[config.mk]
export PLATFORM = sky130hd
export DESIGN_NAME = arinc429_tx
export DESIGN_NICKNAME = d
export VERILOG_FILES = /design/src/rtl/arinc429_tx.sv
export SDC_FILE = /design/constraint.sdc
export NUM_CORES = 1
export LEC_CHECK = 0
export CORE_MARGIN = 2
export CORE_UTILIZATION = 55
export DETAILED_ROUTE_END_ITERATION = 12
export PLACE_DENSITY = 0.87
export SLEW_MARGIN = 20
export SYNTH_ARGS = -nofsm -noshare
export SYNTH_HDL_FRONTEND = slang
export SYNTH_SLANG_ARGS = --single-unit
export TNS_END_PERCENT = 5
[constraint.sdc]
create_clock -name clock -period 2.1 [get_ports clock]
set_clock_uncertainty 0.05 [all_clocks]
set_input_delay 0.21 -clock clock [delete_from_list [all_inputs] [get_ports clock]]
set_output_delay 0.21 -clock clock [all_outputs]
set_load 0.02 [all_outputs]
[src/rtl/arinc429_tx.sv]
// ARINC-429 RZ bipolar line transmitter.
//
// Accepts 32-bit words over a valid/ready handshake into a one-word holding
// buffer and serialises each word MSB first as return-to-zero bipolar pulses
// on line_A ("one") and line_B ("zero"), followed by a null gap.
//
// Parameters:
//   HALF_BIT_CLKS  clock cycles per half-bit
//   GAP_BITS       null bit-times between words
//
// Ports:
//   clock       system clock, rising edge
//   reset       synchronous, active-high
//   data_in     word to transmit
//   data_valid  data_in is valid
//   data_ready  holding buffer empty (accept on data_valid && data_ready)
//   line_A      RZ "one" line (registered)
//   line_B      RZ "zero" line (registered)
//   busy        shifter in BIT_HI, BIT_LO or GAP
//   word_done   one-clock pulse at the end of the low half of bit 0
//
// Build option:
//   ARINC429_TX_PARITY_EN  when defined, transmitted bit 31 is replaced by
//                          odd parity over bits 30:0 on every load.
module arinc429_tx #(
   parameter int unsigned HALF_BIT_CLKS = 2,
   parameter int unsigned GAP_BITS      = 4
) (
   input  logic        clock,
   input  logic        reset,
   input  logic [31:0] data_in,
   input  logic        data_valid,
   output logic        data_ready,
   output logic        line_A,
   output logic        line_B,
   output logic        busy,
   output logic        word_done
);

   localparam int unsigned GAP_CLKS = GAP_BITS * 2 * HALF_BIT_CLKS;
   localparam int unsigned HW       = (HALF_BIT_CLKS > 1) ? $clog2(HALF_BIT_CLKS) : 1;
   localparam int unsigned GW       = (GAP_CLKS > 1) ? $clog2(GAP_CLKS) : 1;

   localparam logic [HW-1:0] HALF_LAST = HW'(HALF_BIT_CLKS - 1);
   localparam logic [GW-1:0] GAP_LAST  = GW'(GAP_CLKS - 1);

   typedef enum logic [1:0] {
      IDLE,
      BIT_HI,
      BIT_LO,
      GAP
   } state_t;

   state_t        state;
   logic [31:0]   hold;
   logic          hold_full;
   logic [31:0]   shift_reg;
   logic [4:0]    bit_cnt;
   logic [HW-1:0] half_cnt;
   logic [GW-1:0] gap_cnt;

   logic          accept;
   logic          load;

   // Image actually shifted out for a buffered word.
   function automatic logic [31:0] tx_image(input logic [31:0] w);
`ifdef ARINC429_TX_PARITY_EN
      return {~^w[30:0], w[30:0]};
`else
      return w;
`endif
   endfunction

   assign data_ready = !hold_full;
   assign busy       = (state != IDLE);

   always_comb begin
      accept = data_valid && !hold_full;
      load   = hold_full &&
               ((state == IDLE) || ((state == GAP) && (gap_cnt == GAP_LAST)));
   end

   always_ff @(posedge clock) begin
      if (reset) begin
         state     <= IDLE;
         hold      <= '0;
         hold_full <= 1'b0;
         shift_reg <= '0;
         bit_cnt   <= '0;
         half_cnt  <= '0;
         gap_cnt   <= '0;
         line_A    <= 1'b0;
         line_B    <= 1'b0;
         word_done <= 1'b0;
      end else begin
         word_done <= 1'b0;

         // Lines are registered from the present state, so they trail the
         // state machine by one clock: load at t+1, first half-bit after t+2.
         // Both are gated by BIT_HI and split on one bit, so never both 1.
         line_A <= (state == BIT_HI) &&  shift_reg[31];
         line_B <= (state == BIT_HI) && !shift_reg[31];

         // Accept after load so a same-edge accept keeps the buffer full.
         if (load)
            hold_full <= 1'b0;
         if (accept) begin
            hold      <= data_in;
            hold_full <= 1'b1;
         end

         case (state)
            IDLE: begin
               if (load) begin
                  shift_reg <= tx_image(hold);
                  bit_cnt   <= 5'd31;
                  half_cnt  <= '0;
                  state     <= BIT_HI;
               end
            end

            BIT_HI: begin
               if (half_cnt == HALF_LAST) begin
                  half_cnt <= '0;
                  state    <= BIT_LO;
               end else begin
                  half_cnt <= half_cnt + 1'b1;
               end
            end

            BIT_LO: begin
               if (half_cnt == HALF_LAST) begin
                  half_cnt <= '0;
                  if (bit_cnt == 5'd0) begin
                     word_done <= 1'b1;
                     gap_cnt   <= '0;
                     state     <= GAP;
                  end else begin
                     shift_reg <= {shift_reg[30:0], 1'b0};
                     bit_cnt   <= bit_cnt - 1'b1;
                     state     <= BIT_HI;
                  end
               end else begin
                  half_cnt <= half_cnt + 1'b1;
               end
            end

            GAP: begin
               if (gap_cnt == GAP_LAST) begin
                  gap_cnt <= '0;
                  if (load) begin
                     // Chain straight into the next word without an IDLE cycle.
                     shift_reg <= tx_image(hold);
                     bit_cnt   <= 5'd31;
                     half_cnt  <= '0;
                     state     <= BIT_HI;
                  end else begin
                     state <= IDLE;
                  end
               end else begin
                  gap_cnt <= gap_cnt + 1'b1;
               end
            end

            default: state <= IDLE;
         endcase
      end
   end

endmodule

==> results.md <==
* Status: complete, no violations
* Leading area contributor after synthesis: dfxtp_1
* Initial antenna violation count at 0
* Worst Hold Launch: reset
* Layout fillers at 445
* Sw frac at 0.3325
* Pleak at around 1.4 nW
* Starting density of the core at 0.5714
* RSZ-0062 raised after global routing: yes
* Mapped Avg Cell Area at 8.903 sq um
* Delay-heaviest family, CP: simple AND/OR/NAND/NOR gates
* Residual DRC at 0
* Clock transition at the registers of the reported paths at 70 ps
* Startpoint Class: flip-flop
* Core Region at 0.005921 sq mm
* Final hold slack at 248.8 ps
* H-Tree Depth at 3
* Finished Core Util at 0.6811
* Vias post-DR at roughly 2,700
* Ranking of synthesized cells by area: dfxtp_1 (47%), mux2i_1 (9.2%), nand2_1 (8.1%)
* Yosys reg bits at 80
* DR WL/cell at 13.71 microns
* CP endpoint kind: flip-flop
* Worst Path Required at 2310 ps
* I/O Pins at 40
* Clock Latency Late Sink at 340 ps
* Routed Wire Length at roughly 6.8 mm
* Vias per inst at 5.536
* Setup slack, reg-to-reg at 130 ps
* Max incr delay on CP at 390 ps
* Internal Power at 2.897 mW
* WHS Endpoint: hold_full
* Vias in the first global route at 2,574
* Syn-to-layout area delta at 19.19%
* Iteration-0 DRC Markers at ~150
* Post-DP HPWL at approximately 4.7 mm
* Relative slew slack at 0.5979
* CP Cell Sequence: inv_1, ha_2, nor2b_1, nand2_1, and4_4, buf_12, nor2_1, a211oi_2
* Crit path DAT at around 2200 ps
* Comb power frac at 0.324
* Worst-Margin Slew at 603.1 ps
* WHS Path Cells at 2
* Netlist Area Pre-Place at 0.003383 sq mm
* Total power at 4.341 mW
* Die width at 82.43 microns
* Worst R2R Path Depth at 8
* Count of cell types in the netlist at 37
* Psw at 1.443 mW
* Syn_nets at ~420
* Max cap viols at 0
* Final number of hold-violating endpoints at 0
* Sequential element share of the synthesized area at 0.4734
* Clock period minus final worst setup slack at 1970 ps
* Max Clk Rate at 0.5076 GHz
* Synth top area share at 0.4734
* Final worst path period share at 0.9381
* Setup TNS at 0 ps
* First-pass GRT wire length at 10.97 mm
* Antenna-violating nets left at 0
* Row cnt at 28
* Die Area at 0.006795 sq mm
* Setup Viol. Count Final at 0
* Buf+Inv Stages, Crit Path at 2
* Ant. Diodes at 0
* Largest net degree at the start of global routing at 39
* Slowest-stage cell, CP: dfxtp_1
* Crit Path Max Fanout at 38
* Final Non-Filler Cells at 494
* Grt total ovfl at 0
* IO Port Bufs at 39
* TritonCTS buffer count at 9
* Worst R2R End: shift_reg[18]
* Share of cells above drive strength 1 at 0.1193
* CTS tree: yes
* Placed cells at 478
* Clock network fraction of design power at 0.221
* Final #Nets at around 460
* Root Buffer: clkbuf_8
* Synthesis Warnings at 0
* RePlAce Congestion at 0.9126
* Clock Tree Buf Depth at 2
* 1st-pass router iterations at 4
* Worst hold path type: in2reg
* GRT Overall Usage at 0.2139
* Final Slew Violations at 0
* Die Span Y at 82.43 microns
* Power per cell area at 1076 mW/mm^2
* Worst R2R Start: state[0]
* Seq pwr share at 0.455
* Sink Count at 80
* VDD IR max at a little under 500 uV
* Hold_buf cts at 0
* Synth Instances at 380
* WS Path Type: reg2reg
[worst register-to-register path, stage by stage, from the launching register on]
cell and delay, ps:
dfxtp_1 390, inv_1 120, ha_2 240, nor2b_1 150, nand2_1 140, and4_4 300, buf_12 210, nor2_1 110
a211oi_2 200
[power groups by stage]
stage	combinational (mW)	sequential (mW)	clock (mW)
floorplan	1.05	1.96	0
global placement	1.31	1.99	0
detailed placement	1.38	2.00	0
CTS	1.39	1.97	0.983
global route	1.57	2.00	1.05
finish	1.41	1.98	0.957
[metal layers]
metal / track usage / share of wire / up-vias
met4: 0.1083 / 0.025 / 0
met3: 0.05326 / 0.046 / 16
li1: - / - / 1385
met2: 0.3734 / 0.51 / 66
met1: 0.2407 / 0.42 / 1268
met5: 0 / 0 / -
[placed cells by master (no fill, tap or decap), types with 2 or more instances in the layout]
cell and n:
a311oi_1 2, dfxtp_1 79, nor3b_1 2, buf_4 11
ha_1 4, nor2_1 38, a211oi_1 26, a21oi_1 42
clkbuf_1 2, ha_2 3, a31oi_1 2, or3_1 2
and3b_1 2, nor2b_1 2, nand2b_1 3, clkinv_2 4
nand2_1 73, o21ai_0 4, clkbuf_8 10, mux2i_1 31
a211oi_2 10, clkdlybuf4s50_1 37, inv_1 7, nor3_1 3
buf_12 2
[how the worst max path moves through the flow]
stage,start,to,depth (start not counted)
CTS,state[1],busy,4
detailed placement,state[1],shift_reg[7],7
finish,state[0],shift_reg[18],8
global route,state[0],gap_cnt[3],6
floorplan,state[0],shift_reg[15],10
global placement,state[1],state[0],7
[logic make-up (layout without fill, tap and decap cells)]
kind of cell,after synthesis,count (layout),synth area share
flip-flops,80,80,0.4734
buffers and inverters,36,75,0.04919
adder cells (fa/ha/maj),7,7,0.02589
AND/OR/NAND/NOR,131,131,0.1646
AO/OA/AOI/OAI,95,95,0.1953
multiplexers,31,31,0.09172
[metrics by stage]
| stage | area [sq um] | worst slack, ps |
|---|---|---|
| floorplan | 3383 | 258.8 |
| global placement | 3851 | 167.9 |
| detailed placement | 3851 | 76.33 |
| CTS | 4016 | 39.02 |
| global route | 4033 | -15.05 |
| finish | 4033 | 130.0 |
[layout make-up]
cell class / count / area (sq um) / area share
multi-input cells: 264 / 1634 / 0.4052
flip-flops and latches: 80 / 1603 / 0.3975
repair buffers: 52 / 510.5 / 0.1266
clock buffers: 12 / 145.1 / 0.03599
well taps: 75 / 93.84 / 0.02327
inverters: 7 / 26.28 / 0.006516
clock inverters: 4 / 20.02 / 0.004964
[what timing repair did]
action / 4_1_cts / 5_1_grt
setup buffers: 0 / 0
setup endpoints to repair: 0 / 30
gates resized for setup: 0 / 6
[Yosys cell counts]
library cell and n:
buf_2 4, nor3b_1 2, nor2_1 38, and4_1 1, a311oi_1 2, nand2_1 73
and3b_1 2, a31oi_1 2, buf_1 1, nand3_1 1, a211oi_2 10, nand3_2 1
nor3_1 3, buf_4 3, a21oi_2 1, a221oi_1 1, nor2b_1 3, inv_1 7
ha_1 7, a32oi_1 1, a21oi_1 42, o21a_1 1, nand2b_1 3, a41oi_1 1
a31o_2 1, o211a_1 1, nor3b_2 1, mux2i_1 31, or3_1 2, o21ba_2 1
dfxtp_1 80, o21ai_0 4, a211oi_1 26, buf_6 2, nand4_1 1, o31a_1 1
clkbuf_1 19
Power figures use the tool's default switching activity.
